### src/rtl/ahb_tty_fifo.sv
// ahb_tty_fifo: AHB-Lite console slave. CPU byte writes are queued in a
// circular TX FIFO and drained through a valid/ready byte stream. Writing the
// stop character latches a sticky stop request. A DATA write into a full FIFO
// stalls the bus until a slot frees.
module ahb_tty_fifo #(
  parameter int unsigned DEPTH_LOG2 = 3,
  parameter logic [7:0]  STOP_CHAR  = 8'h0D
) (
  input  logic        HCLK,
  input  logic        HRESET,
  input  logic        HSEL,
  input  logic [3:0]  HADDR,
  input  logic [1:0]  HTRANS,
  input  logic        HWRITE,
  input  logic [2:0]  HSIZE,
  input  logic [31:0] HWDATA,
  input  logic        HREADY,
  output logic [31:0] HRDATA,
  output logic        HREADYOUT,
  output logic        HRESP,
  output logic        tx_valid,
  output logic [7:0]  tx_data,
  input  logic        tx_ready,
  output logic        stop_req,
  output logic        irq
);

  localparam int unsigned DEPTH = 1 << DEPTH_LOG2;
  localparam logic [DEPTH_LOG2:0]   FULL_CNT = (DEPTH_LOG2 + 1)'(DEPTH);
  localparam logic [DEPTH_LOG2:0]   CNT_ZERO = {(DEPTH_LOG2 + 1){1'b0}};
  localparam logic [DEPTH_LOG2:0]   CNT_ONE  = {{DEPTH_LOG2{1'b0}}, 1'b1};
  localparam logic [DEPTH_LOG2-1:0] PTR_ONE  = {{(DEPTH_LOG2 - 1){1'b0}}, 1'b1};

  // Register selects (HADDR[3:2]).
  localparam logic [1:0] SEL_DATA   = 2'd0;
  localparam logic [1:0] SEL_STATUS = 2'd1;
  localparam logic [1:0] SEL_CTRL   = 2'd2;

  // Response sequencer: the second cycle of an ERROR response.
  typedef enum logic [0:0] {
    RSP_OK   = 1'b0,
    RSP_ERR2 = 1'b1
  } rsp_state_e;

  // Pending data phase captured from the address phase.
  logic                  dp_valid_q, dp_valid_d;
  logic                  dp_write_q, dp_write_d;
  logic                  dp_err_q,   dp_err_d;
  logic [1:0]            dp_sel_q,   dp_sel_d;
  rsp_state_e            rsp_q,      rsp_d;

  // Control / sticky state.
  logic                  irq_en_q,   irq_en_d;
  logic                  stop_req_q, stop_req_d;

  // FIFO storage.
  logic [DEPTH_LOG2-1:0] wr_ptr_q, wr_ptr_d;
  logic [DEPTH_LOG2-1:0] rd_ptr_q, rd_ptr_d;
  logic [DEPTH_LOG2:0]   count_q,  count_d;
  logic [7:0]            mem_q [DEPTH];
  logic [7:0]            mem_d [DEPTH];

  // Combinational helpers.
  logic        addr_err_s;
  logic        empty_s;
  logic        full_s;
  logic        push_s;
  logic        pop_s;
  logic        stop_set_s;
  logic        hreadyout_s;
  logic        hresp_s;
  logic [31:0] hrdata_s;
  logic [31:0] status_s;
  logic [7:0]  wbyte_s;

  // Bits of the bus that carry no meaning for this slave.
  logic unused_s;
  assign unused_s = ^{HWDATA[31:8], HTRANS[0]};

  assign empty_s = (count_q == CNT_ZERO);
  assign full_s  = (count_q == FULL_CNT);
  assign pop_s   = ~empty_s & tx_ready;
  assign wbyte_s = HWDATA[7:0];

  // Address-phase legality: bad offset, oversize, or misaligned access.
  always_comb begin
    addr_err_s = 1'b0;
    if (HADDR[3:2] == 2'd3) begin
      addr_err_s = 1'b1;
    end else if (HSIZE > 3'd2) begin
      addr_err_s = 1'b1;
    end else if ((HSIZE == 3'd2) && (HADDR[1:0] != 2'b00)) begin
      addr_err_s = 1'b1;
    end else if ((HSIZE == 3'd1) && HADDR[0]) begin
      addr_err_s = 1'b1;
    end else begin
      addr_err_s = 1'b0;
    end
  end

  // Capture a new address phase whenever the bus advances.
  always_comb begin
    dp_valid_d = dp_valid_q;
    dp_write_d = dp_write_q;
    dp_err_d   = dp_err_q;
    dp_sel_d   = dp_sel_q;
    if (HREADY) begin
      dp_valid_d = HSEL & HTRANS[1];
      dp_write_d = HWRITE;
      dp_err_d   = addr_err_s;
      dp_sel_d   = HADDR[3:2];
    end else begin
      dp_valid_d = dp_valid_q;
    end
  end

  // STATUS word: empty, full, stop flag and occupancy count.
  always_comb begin
    status_s                   = 32'h0000_0000;
    status_s[0]                = empty_s;
    status_s[1]                = full_s;
    status_s[2]                = stop_req_q;
    status_s[DEPTH_LOG2+8:8]   = count_q;
  end

  // Data-phase response FSM: read mux, write side effects, wait and error.
  always_comb begin
    hreadyout_s = 1'b1;
    hresp_s     = 1'b0;
    hrdata_s    = 32'h0000_0000;
    rsp_d       = rsp_q;
    push_s      = 1'b0;
    stop_set_s  = 1'b0;
    irq_en_d    = irq_en_q;
    case (rsp_q)
      RSP_ERR2: begin
        hreadyout_s = 1'b1;
        hresp_s     = 1'b1;
        rsp_d       = RSP_OK;
      end
      RSP_OK: begin
        if (!dp_valid_q) begin
          rsp_d = RSP_OK;
        end else if (dp_err_q) begin
          hreadyout_s = 1'b0;
          hresp_s     = 1'b1;
          rsp_d       = RSP_ERR2;
        end else if (dp_write_q) begin
          case (dp_sel_q)
            SEL_DATA: begin
              if (wbyte_s == STOP_CHAR) begin
                stop_set_s = 1'b1;
              end else if (stop_req_q) begin
                push_s = 1'b0;           // console closed: drop silently
              end else if (!full_s) begin
                push_s = 1'b1;
              end else if (pop_s) begin
                push_s = 1'b1;           // slot frees this cycle
              end else begin
                hreadyout_s = 1'b0;      // full: stall the CPU
              end
            end
            SEL_CTRL: begin
              irq_en_d = HWDATA[0];
            end
            default: begin
              irq_en_d = irq_en_q;       // STATUS is read-only
            end
          endcase
        end else begin
          case (dp_sel_q)
            SEL_STATUS: hrdata_s = status_s;
            SEL_CTRL:   hrdata_s = {31'h0000_0000, irq_en_q};
            default:    hrdata_s = 32'h0000_0000;
          endcase
        end
      end
      default: begin
        rsp_d = RSP_OK;
      end
    endcase
  end

  // Sticky stop request.
  always_comb begin
    if (stop_set_s) begin
      stop_req_d = 1'b1;
    end else begin
      stop_req_d = stop_req_q;
    end
  end

  // FIFO pointers, occupancy and storage update.
  always_comb begin
    mem_d    = mem_q;
    wr_ptr_d = wr_ptr_q;
    rd_ptr_d = rd_ptr_q;
    count_d  = count_q;
    if (push_s) begin
      mem_d[wr_ptr_q] = wbyte_s;
      wr_ptr_d        = wr_ptr_q + PTR_ONE;
    end else begin
      wr_ptr_d = wr_ptr_q;
    end
    if (pop_s) begin
      rd_ptr_d = rd_ptr_q + PTR_ONE;
    end else begin
      rd_ptr_d = rd_ptr_q;
    end
    case ({push_s, pop_s})
      2'b10:   count_d = count_q + CNT_ONE;
      2'b01:   count_d = count_q - CNT_ONE;
      default: count_d = count_q;
    endcase
  end

  // State registers with synchronous reset.
  always_ff @(posedge HCLK) begin
    if (HRESET) begin
      dp_valid_q <= 1'b0;
      dp_write_q <= 1'b0;
      dp_err_q   <= 1'b0;
      dp_sel_q   <= 2'd0;
      rsp_q      <= RSP_OK;
      irq_en_q   <= 1'b0;
      stop_req_q <= 1'b0;
      wr_ptr_q   <= {DEPTH_LOG2{1'b0}};
      rd_ptr_q   <= {DEPTH_LOG2{1'b0}};
      count_q    <= CNT_ZERO;
      mem_q      <= '{default: 8'h00};
    end else begin
      dp_valid_q <= dp_valid_d;
      dp_write_q <= dp_write_d;
      dp_err_q   <= dp_err_d;
      dp_sel_q   <= dp_sel_d;
      rsp_q      <= rsp_d;
      irq_en_q   <= irq_en_d;
      stop_req_q <= stop_req_d;
      wr_ptr_q   <= wr_ptr_d;
      rd_ptr_q   <= rd_ptr_d;
      count_q    <= count_d;
      mem_q      <= mem_d;
    end
  end

  assign HREADYOUT = hreadyout_s;
  assign HRESP     = hresp_s;
  assign HRDATA    = hrdata_s;
  assign tx_valid  = ~empty_s;
  assign tx_data   = empty_s ? 8'h00 : mem_q[rd_ptr_q];
  assign stop_req  = stop_req_q;
  assign irq       = irq_en_q & empty_s;

endmodule

### config.mk
export PLATFORM = sky130hd
export DESIGN_NAME = ahb_tty_fifo
export DESIGN_NICKNAME = d
export VERILOG_FILES = /design/src/rtl/ahb_tty_fifo.sv
export SDC_FILE = /design/constraint.sdc
export NUM_CORES = 1
export LEC_CHECK = 0
export CAP_MARGIN = 5
export CELL_PAD_IN_SITES_DETAIL_PLACEMENT = 2
export CELL_PAD_IN_SITES_GLOBAL_PLACEMENT = 2
export CORE_ASPECT_RATIO = 2
export CORE_MARGIN = 3
export CORE_UTILIZATION = 30
export CTS_CLUSTER_DIAMETER = 120
export CTS_CLUSTER_SIZE = 10
export DETAILED_ROUTE_END_ITERATION = 10
export MAX_ROUTING_LAYER = met4
export PLACE_DENSITY_LB_ADDON = 0.25
export SKIP_LAST_GASP = 1
export SYNTH_ARGS = -nofsm -noshare
export SYNTH_HDL_FRONTEND = slang
export SYNTH_SLANG_ARGS = --single-unit
### constraint.sdc
create_clock -name HCLK -period 3 [get_ports HCLK]
set_input_delay 0.6 -clock HCLK [delete_from_list [all_inputs] [get_ports HCLK]]
set_output_delay 0.6 -clock HCLK [all_outputs]
set_load 0.005 [all_outputs]
-- Word-level counts from Yosys, hierarchy flattened
Index checks and enable logic that the tools add are counted.
- bits in registers: 82
- bits of input ports: 47
- output and inout port bits: 45
- logic and storage cells: 94
- $add $sub $neg: 4
- order comparisons: 4
- equality and inequality tests: 9
- mux-type cells: 43
- bitwise operators: 8
- reduce and logical (&&, ||, !) cells: 8
- operators by type and width (operator ; count):
    $bwmux W64 ; 1
    $mux W12 ; 4
    $mux W8 ; 4
    $mux W1 ; 27
    $bmux W8 S3 ; 1
    $demux W8 S3 ; 1
    $pmux W12 S2 ; 1
    $eq A8 B4 Y1 const B ; 1
    $ge A4 B4 Y1 const B ; 2
    $not A3 Y4 ; 2
    $pmux W4 S2 ; 1
    $add A3 B1 Y3 const B ; 2
    $eq A2 B2 Y1 const B ; 3
    $pmux W1 S2 ; 3
    $reduce_and A5 Y1 ; 1
    $add A4 B1 Y4 const B ; 1
    $eq A2 B1 Y1 const B ; 2
    $eq A4 B4 Y1 const B ; 1
    $logic_not A4 Y1 ; 1
    $lt A4 B1 Y1 const B ; 1
    $reduce_bool A2 Y1 ; 2
    $sub A4 B1 Y4 const B ; 1
    $and A1 B1 Y1 ; 3
    $eq A3 B1 Y1 const B ; 1
    5 further kinds ; 9

-- Logic depth before layout (Yosys ltp)
Gate-level depths: netlist of run 1.
- word-level depth: 14
- gate-level depth with buffers: 14
- mapped depth without buffers: 13

-- Worst setup path after synthesis of run 1
No wires, ideal clock.
- kind: input-to-reg
- start point: in HWDATA[0]
- end point: reg count_q[2]
- library setup time: 0.070 ns
- arrival time: 2.871 ns
- data required time: 2.930 ns
- slack: 0.059 ns
- stages: 12
- path buffers: 1
- cells stage by stage: nor4b_2 -> a211oi_4 -> buf_8 -> and2_2 -> inv_1 -> ha_1 -> xor2_1 -> ha_1 -> a21oi_1 -> xor2_1 -> or3_1 -> a21oi_1
- cells in the longest elaborated chain, start to end: 9
- elaborated cells between the ends (all ways): 11
- classes of those cells: eq/ne: 3; mux: 7; reduce/logical: 1
- RTL lines (item ; RTL line ; text):
    from (decl) ; 16 ; input logic [31:0] HWDATA,
    $eq A8 B4 Y1 * ; 151 ; if (wbyte_s == STOP_CHAR) begin
    $mux W1 * ; 151 ;
    $mux W1 * ; 149 ; case (dp_sel_q)
    $mux W1 * ; 148 ; end else if (dp_write_q) begin
    $mux W1 * ; 144 ; end else if (dp_err_q) begin
    $mux W1 * ; 142 ; if (!dp_valid_q) begin
    $mux W1 * ; 135 ; case (rsp_q)
    $eq A2 B1 Y1 / $eq A2 B2 Y1 (equally long branches) ; 210 ; case ({push_s, pop_s})
    $pmux W4 S2 / $reduce_bool A2 Y1 (equally long branches) ; -- ;
    to (signal assigned) ; 241 ; count_q <= count_d;
    to (decl) ; 59 ; logic [DEPTH_LOG2:0] count_q, count_d;
Every way passes the cells marked *; elsewhere a longest branch is shown, timed or not.
A chain may end at the register's enable or synchronous reset.

-- Worst setup path after layout of run 1
- start point: in HWDATA[2]
- end point: out HREADYOUT
- cells in the longest elaborated chain, start to end: 7
- RTL lines (item ; RTL line ; text):
    $eq A8 B4 Y1 ; 151 ;
    $mux W1 ; 151 ;
    $mux W1 ; 149 ;
    $mux W1 ; 148 ;
    $mux W1 ; 144 ;
    $mux W1 ; 142 ;
    $pmux W1 S2 ; 135 ;
    to (decl) ; 19 ; output logic HREADYOUT,
No other way between the ends.

==> run_results.csv, run 1 <==
group,metric,value,unit
routing,drt_iter0_drc,74,
cts,cts-root-buf,"clkbuf_16",
cts,postCtsHoldBufs,0,
synth,synth-warning-count,0,
cts,clockBufferDepth,2,
sta,drv_slew,0,
worst_hold_path,holdPathEnd,"mem_q[28]$_SDFFE_PP0P_",
floorplanning,rows,62,
setup_path,cp.required,2400,ps
sta,clock.fmax,344.1,MHz
synth,ys_types,55,
routing,vias,3159,
setup_path,cp-start-kind,"input port",
sta,fin_skew,5.872,ps
setup_path,critPathTopFamily,"buffers and inverters",
setup_path,cp-end-kind,"primary output",
routing,wl_per_cell,18.17,um
synth,syn-mean-instance-area,10.68,um2
placed_design,place_congestion,0.7472,
cts,htreeDepth,3,
cts,cts_tree,"done",
synth,synth_top_area_cell,"dfxtp_1",
setup_path,r2r-start,"dp_sel_q[0]$_SDFFE_PP0P_",
placed_design,place_hpwl,8866,um
layout,final_cell_mix,"82 x dfxtp_1, 78 x mux2i_1, 75 x nand2b_1, 34 x clkdlybuf4s50_1, 29 x buf_4",
cts,numClockSinks,82,
layout,final_common_cell,"dfxtp_1",
placed_design,dp.cells,651,
setup_path,cp_cell_sequence,"clkdlybuf4s50_1, nor4bb_4, buf_4, a211oi_4, a31oi_1, or3b_1, dlygate4sd2_1",
layout,final_cells,668,
setup_path,cp_max_fo,2,
worst_hold_path,hold_start,"mem_q[28]$_SDFFE_PP0P_",
layout,nNetsFinal,526,
floorplanning,start_util,30.84,%
synth,synth_edf_count,0,
worst_hold_path,hold_depth,2,
synth,ys_seq_area_share,36.69,%
floorplanning,core_area,14510,um2
sta,rsz0062_at_grt,"true",
routing,route.detailed.drc,0,
power_and_ir_drop,total_power,2487,uW
sta,hold_slack,477.4,ps
global_routing,grt_start_max_net_pins,46,
synth,synth_ff_type,"dfxtp_1",
global_routing,grt_first_pass_wirelength,20000,um
synth,synth_top_area_share,36.69,%
cts,clk_latency,350,ps
layout,drive_gt1_share,18.70,%
global_routing,grt_pass1_vias,3687,
layout,n_antenna_cell,0,
floorplanning,die_w,92.36,um
sta,final.setup.tns,0,ps
setup_path,crit_path_top_delay_cell,"clkdlybuf4s50_1",
power_and_ir_drop,leakage,0.002391,uW
synth,syn_inst,419,
global_routing,track_usage,16.42,%
sta,tightest_slew,633.5,ps
global_routing,grt-ovfl-total,0,
sta,setup-violations-final,0,
floorplanning,ios,92,
placed_design,post-place-ws,-242.1,ps
cts,clk_pin_slew,60,ps
sta,period_needed,2906,ps
setup_path,arrival,2310,ps
routing,ant_nets,0,
sta,maxSlewHeadroom,57.72,%
setup_path,path_buf_inv,3,
setup_path,critPathMaxStageDelay,430,ps
global_routing,antenna_found_initial,0,
power_and_ir_drop,ir_worst_vdd,273.1,uV
synth,synth_area_leaders,"dfxtp_1 37%, mux2i_1 17%, nand2b_1 10%, mux4_2 8.1%, buf_4 4.2%",
synth,synth_seq_cells,82,
floorplanning,die_h,178.7,um
routing,wirelength,12140,um
layout,area_growth,23.10,%
setup_path,worstReg2RegEnd,"count_q[2]$_SDFFE_PP0P_",
setup_path,r2r_setup_slack,510,ps
outcome,status,"complete, no violations",
run,cap_violations,0,
setup_path,reg2regPathDepth,14,
floorplanning,design.die.area,16500,um2
synth,async_flop_share,0,%
routing,viasPerCell,4.729,
sta,setup_ws,93.80,ps
worst_hold_path,hold_path.class,"flip-flop to flip-flop",
power_and_ir_drop,p_per_area,451.6,nW/um2
synth,synth_area,4474,um2
sta,final-hold-violation-count,0,
placed_design,io_buffers,41,
setup_path,worstSetupPathType,"input port to primary output",
routing,dr.pass1.iters,4,
cts,cts_buffers,9,
sta,period_share,96.87,%
-- worst reg2reg max path, cell delays in order (launching register included) --
cell	delay, ps
dfxtp_1	330
inv_1	90
ha_1	200
nand2_2	80
a211oi_4	250
buf_4	150
and2_2	150
inv_2	50
ha_4	160
xor2_1	130
ha_1	190
a21oi_2	110
xor2_1	80
or3_1	310
a21oi_1	140
-- what timing repair did --
action / 4_1_cts / 5_1_grt
setup endpoints to repair: 7 / 5
endpoints found under the hold margin: 0 / 0
gates resized for setup: 7 / 6
pin swaps: 1 / 3
buffers inserted: 1 / 0
-- stage by stage --
stage | util (%) | area (um2)
after floorplan | - | 4564
after global placement | 35.47 | 5145
after detailed placement | 35.47 | 5145
after CTS | 37.76 | 5478
after global routing | 37.97 | 5508
final | 37.97 | 5508
-- sequential cells by signal, indices dropped and copies added, names as in the netlist --
name	flops
dp_sel_q	2
dp_write_q	1
stop_req	1
irq_en_q	1
count_q	4
mem_q	64
wr_ptr_q	3
dp_err_q	1
dp_valid_q	1
rsp_q	1
rd_ptr_q	3
-- how the worst max path moves through the flow --
stage,end,slack (ps),start,depth (start not counted)
floorplan,count_q[2]$_SDFFE_PP0P_,60,HWDATA[0],12
global placement,count_q[2]$_SDFFE_PP0P_,-240,HWDATA[4],13
detailed placement,count_q[2]$_SDFFE_PP0P_,-240,HWDATA[0],13
CTS,HRDATA[1],60,dp_valid_q$_SDFFE_PP0P_,5
global route,count_q[2]$_SDFFE_PP0P_,-5,HWDATA[2],14
finish,HREADYOUT,90,HWDATA[2],7
-- layout make-up --
class | count | area (um2)
Sequential cell | 82 | 1642
Fill cell | 1573 | 8999
Tap cell | 192 | 240.2
Clock buffer | 12 | 256.5
Multi-Input combinational cell | 301 | 2621
Clock inverter | 4 | 73.82
Inverter | 5 | 18.77
Timing Repair Buffer | 72 | 655.6
-- logic make-up (layout without fill, tap and decap cells) --
| logic type | after synthesis | in the layout | synth area share, % |
|---|---|---|---|
| other cells | 1 | 25 | 0.08381 |
| mux | 95 | 95 | 25.76 |
| compound gates | 21 | 21 | 3.188 |
| buf+inv | 60 | 93 | 7.606 |
| flops | 82 | 82 | 36.69 |
| simple gates | 147 | 147 | 23.46 |
| xor+xnor | 5 | 5 | 0.9787 |
| fa+ha+maj | 8 | 8 | 2.237 |
-- routing by layer --
metal / global-route usage, % / wire length (um) / share of wire [%] / vias to the layer above
li1: - / - / - / 1505
met1: 16.42 / 4414 / 36 / 1589
met2: 31.98 / 7218 / 59 / 50
met3: 2.058 / 297 / 2.4 / 15
met4: 5.769 / 208 / 1.7 / 0
met5: - / 0 / 0 / -
-- synthesized netlist by cell type (all sizes together) (5+ instances only) --
cell / instances
mux2i: 78
mux4: 16
nand4: 6
dfxtp: 82
buf: 41
nand3: 8
nor2: 22
ha: 8
inv: 5
nand2b: 75
and2: 8
a21oi: 6
clkbuf: 14
-- report_power, final --
part,switching (uW),leakage (uW),internal [uW]
clock,453,0.000163,775
sequential,5.91,0.000661,1090
combinational,81.9,0.00157,77.4
total,541,0.00239,1950
Note: power is estimated with default switching activity, not from simulation.
==> inputs of run 2 (changes only) <==
--- a/config.mk
+++ b/config.mk
@@ -5,14 +5,14 @@
 export SDC_FILE = /design/constraint.sdc
 export NUM_CORES = 1
 export LEC_CHECK = 0
+export ABC_AREA = 1
 export CAP_MARGIN = 5
 export CELL_PAD_IN_SITES_DETAIL_PLACEMENT = 2
 export CELL_PAD_IN_SITES_GLOBAL_PLACEMENT = 2
 export CORE_ASPECT_RATIO = 2
 export CORE_MARGIN = 3
-export CORE_UTILIZATION = 30
+export CORE_UTILIZATION = 25
 export CTS_CLUSTER_DIAMETER = 120
-export CTS_CLUSTER_SIZE = 10
 export DETAILED_ROUTE_END_ITERATION = 10
 export MAX_ROUTING_LAYER = met4
 export PLACE_DENSITY_LB_ADDON = 0.25
==> run 2 against run 1 <==
Against the previous run: synthesized cell count up 47%; global-route usage up 1.5 points; cell area down 6.2%; critical endpoint is now tx_data[7].
==> run_results.csv, run 2 <==
group,metric,value,unit
synth,synth.most_common_cell,"nand2_1",
routing,drt_iter0_drc,233,
sta,fin_skew,11.43,ps
sta,setup_ws,85.38,ps
routing,wl_per_cell,18.67,um
sta,period_needed,2915,ps
layout,n_antenna_cell,0,
sta,rsz0062_at_grt,"false",
synth,ys_seq_area_share,37.89,%
setup_path,cp-start-kind,"flip-flop",
layout,largestRegisters,"mem_q x64, count_q x4",
placed_design,place_congestion,0.7671,
setup_path,r2r-start,"count_q[0]$_SDFFE_PP0P_",
synth,yosys-top-cells-count,"97 x nand2_1, 82 x dfxtp_1, 79 x a21oi_1, 79 x nor2_1, 64 x o21ai_0",
global_routing,grt_pass1_vias,4792,
layout,nFillCells,2028,
sta,period_share,97.15,%
floorplanning,ios,92,
layout,seqCellArea,1642,um2
floorplanning,die_w,99.09,um
layout,nNetsFinal,702,
setup_path,path_common_cell,"o21ai_0",
sta,maxSlewHeadroom,51.53,%
synth,synth_edf_count,0,
cts,cts_buffers,9,
layout,area_growth,19.29,%
layout,fin_util,30.68,%
floorplanning,rows,67,
run,cap_violations,0,
synth,syn_inst,614,
setup_path,arrival,2310,ps
power_and_ir_drop,leakage,0.001885,uW
cts,postCtsHoldBufs,0,
floorplanning,die_h,192.2,um
floorplanning,design.die.area,19040,um2
cts,cts-root-buf,"clkbuf_16",
layout,largest_register_ffs,64,
placed_design,place_hpwl,11490,um
setup_path,cp-end-kind,"primary output",
global_routing,grt_first_pass_wirelength,25660,um
synth,synth_top_area_cell,"dfxtp_1",
cts,cts_tree,"done",
power_and_ir_drop,ir_worst_vdd,266.7,uV
cts,clockBufferDepth,2,
sta,clock.fmax,343.1,MHz
outcome,status,"complete, no violations",
setup_path,cp_max_fo,25,
synth,ys_types,28,
setup_path,worstReg2RegEnd,"count_q[2]$_SDFFE_PP0P_",
global_routing,antenna_found_initial,0,
setup_path,crit_start,"rd_ptr_q[0]$_SDFFE_PP0P_",
synth,async_flop_share,0,%
setup_path,worstSetupPathType,"flip-flop to primary output",
synth,syn-mean-instance-area,7.057,um2
synth,synth_area,4333,um2
cts,htreeDepth,3,
global_routing,grt-ovfl-total,0,
routing,ant_nets,0,
synth,synth_seq_cells,82,
setup_path,cp_cell_sequence,"buf_4, o21ai_0, o22ai_1, o21ai_0, nor2_1, clkdlybuf4s50_1",
routing,vias,4367,
layout,drive_gt1_share,7.975,%
placed_design,io_buffers,41,
setup_path,r2r_setup_slack,430,ps
placed_design,post-place-ws,57.65,ps
power_and_ir_drop,total_power,3520,uW
floorplanning,core_area,16850,um2
routing,route.detailed.drc,0,
setup_path,cp.required,2400,ps
routing,viasPerCell,5.084,
layout,final_cell_mix,"96 x nand2_1, 82 x dfxtp_1, 79 x nor2_1, 79 x a21oi_1, 64 x o21ai_0",
cts,clk_pin_slew,60,ps
sta,hold_slack,464.5,ps
setup_path,endpoint,"tx_data[7]",
layout,final_common_cell,"nand2_1",
power_and_ir_drop,p_per_area,680.9,nW/um2
global_routing,grt_start_max_net_pins,65,
sta,final.setup.tns,0,ps
cts,numClockSinks,82,
routing,wirelength,16030,um
layout,regMostFlops,"mem_q",
setup_path,critPathMaxStageDelay,520,ps
synth,synth-warning-count,0,
cts,clk_latency,350,ps
synth,synth_area_leaders,"dfxtp_1 38%, a21oi_1 9.1%, nand4_1 8.5%, nand2_1 8.4%, o21ai_0 7.4%",
setup_path,crit_path_top_delay_cell,"clkdlybuf4s50_1",
setup_path,reg2regPathDepth,13,
sta,tightest_slew,727.0,ps
sta,drv_slew,0,
global_routing,track_usage,17.92,%
synth,synth_top_area_share,37.89,%
layout,multi_input_area,2217,um2
worst_hold_path,hold_path.class,"flip-flop to flip-flop",
sta,final-hold-violation-count,0,
floorplanning,start_util,25.71,%
routing,dr.pass1.iters,4,
sta,setup-violations-final,0,
synth,synth_ff_type,"dfxtp_1",
-- run 2: cell count changes in the layout (fill, tap and decap cells not counted), moves of 16 or more --
| cell | before | now |
|---|---|---|
| nand2_1 | 2 | 96 |
| inv_1 | 4 | 35 |
| nor2_1 | 22 | 79 |
| nand2b_1 | 75 | 0 |
| mux4_2 | 16 | 0 |
| nand4_1 | 1 | 59 |
| a21oi_1 | 5 | 79 |
| o21ai_0 | 4 | 64 |
| mux2i_1 | 78 | 0 |
-- run 2: kinds of logic (layout without fill, tap and decap cells) --
kind of cell    after synthesis  in the layout  share of synthesized area, %
xor+xnor                      3              3                        0.6065
fa+ha+maj                     8              8                         2.310
flops                        82             82                         37.89
buf+inv                     104            118                         13.46
simple gates                262            262                         27.46
compound gates              154            154                         18.19
other cells                   1             25                       0.08655
-- run 2: stage by stage --
step	instance area (um2)	cells
2_1_floorplan	4423	638
3_3_place_gp	4870	843
3_5_place_dp	4870	843
4_1_cts	5155	859
5_1_grt	5169	859
6_report	5169	859
-- run 2: metal layers --
layer | vias to the layer above | part of all wire, % | global-route usage [%]
li1 | 2100 | - | -
met4 | 0 | 2.6 | 7.628
met3 | 19 | 1.8 | 1.854
met2 | 65 | 58 | 34.95
met1 | 2183 | 37 | 17.48
met5 | - | 0 | -
-- run 2: where the power goes --
part           switching, uW  internal [uW]  leakage, uW  total (uW)
clock network            460            631     0.000136        1090
registers               41.6           1130     0.000663        1170
logic                    806            452      0.00109        1260
total                   1310           2210      0.00188        3520
-- run 2: critical path: cells and delay by family (launching register included) --
| family | cells | cell delay, ps |
|---|---|---|
| simple gates | 1 | 150 |
| compound gates | 3 | 620 |
| flops | 1 | 340 |
| buf+inv | 2 | 850 |
-- run 2: cell type report --
type                       count  share of cell area [%]
timing repair buffer          66                   12.20
inverter                      36                   2.614
clock buffer                  15                   5.374
sequential                    82                   31.76
clock inverter                 1                  0.1452
tap                          207                   5.011
multi-input combinational    452                   42.90
-- run 2: what timing repair did --
item	CTS	global route
gates resized for setup	0	4
setup endpoints to repair	0	4
setup buffers	0	0
-- run 2: worst min-delay path by stage --
stage	to	startpoint	slack [ps]	depth (start not counted)
global placement	mem_q[35]$_SDFFE_PP0P_	mem_q[35]$_SDFFE_PP0P_	440	2
finish	mem_q[4]$_SDFFE_PP0P_	mem_q[4]$_SDFFE_PP0P_	460	2
detailed placement	mem_q[8]$_SDFFE_PP0P_	mem_q[8]$_SDFFE_PP0P_	450	2
floorplan	mem_q[10]$_SDFFE_PP0P_	mem_q[10]$_SDFFE_PP0P_	440	2
CTS	mem_q[9]$_SDFFE_PP0P_	mem_q[9]$_SDFFE_PP0P_	470	2
global route	mem_q[38]$_SDFFE_PP0P_	mem_q[38]$_SDFFE_PP0P_	480	2
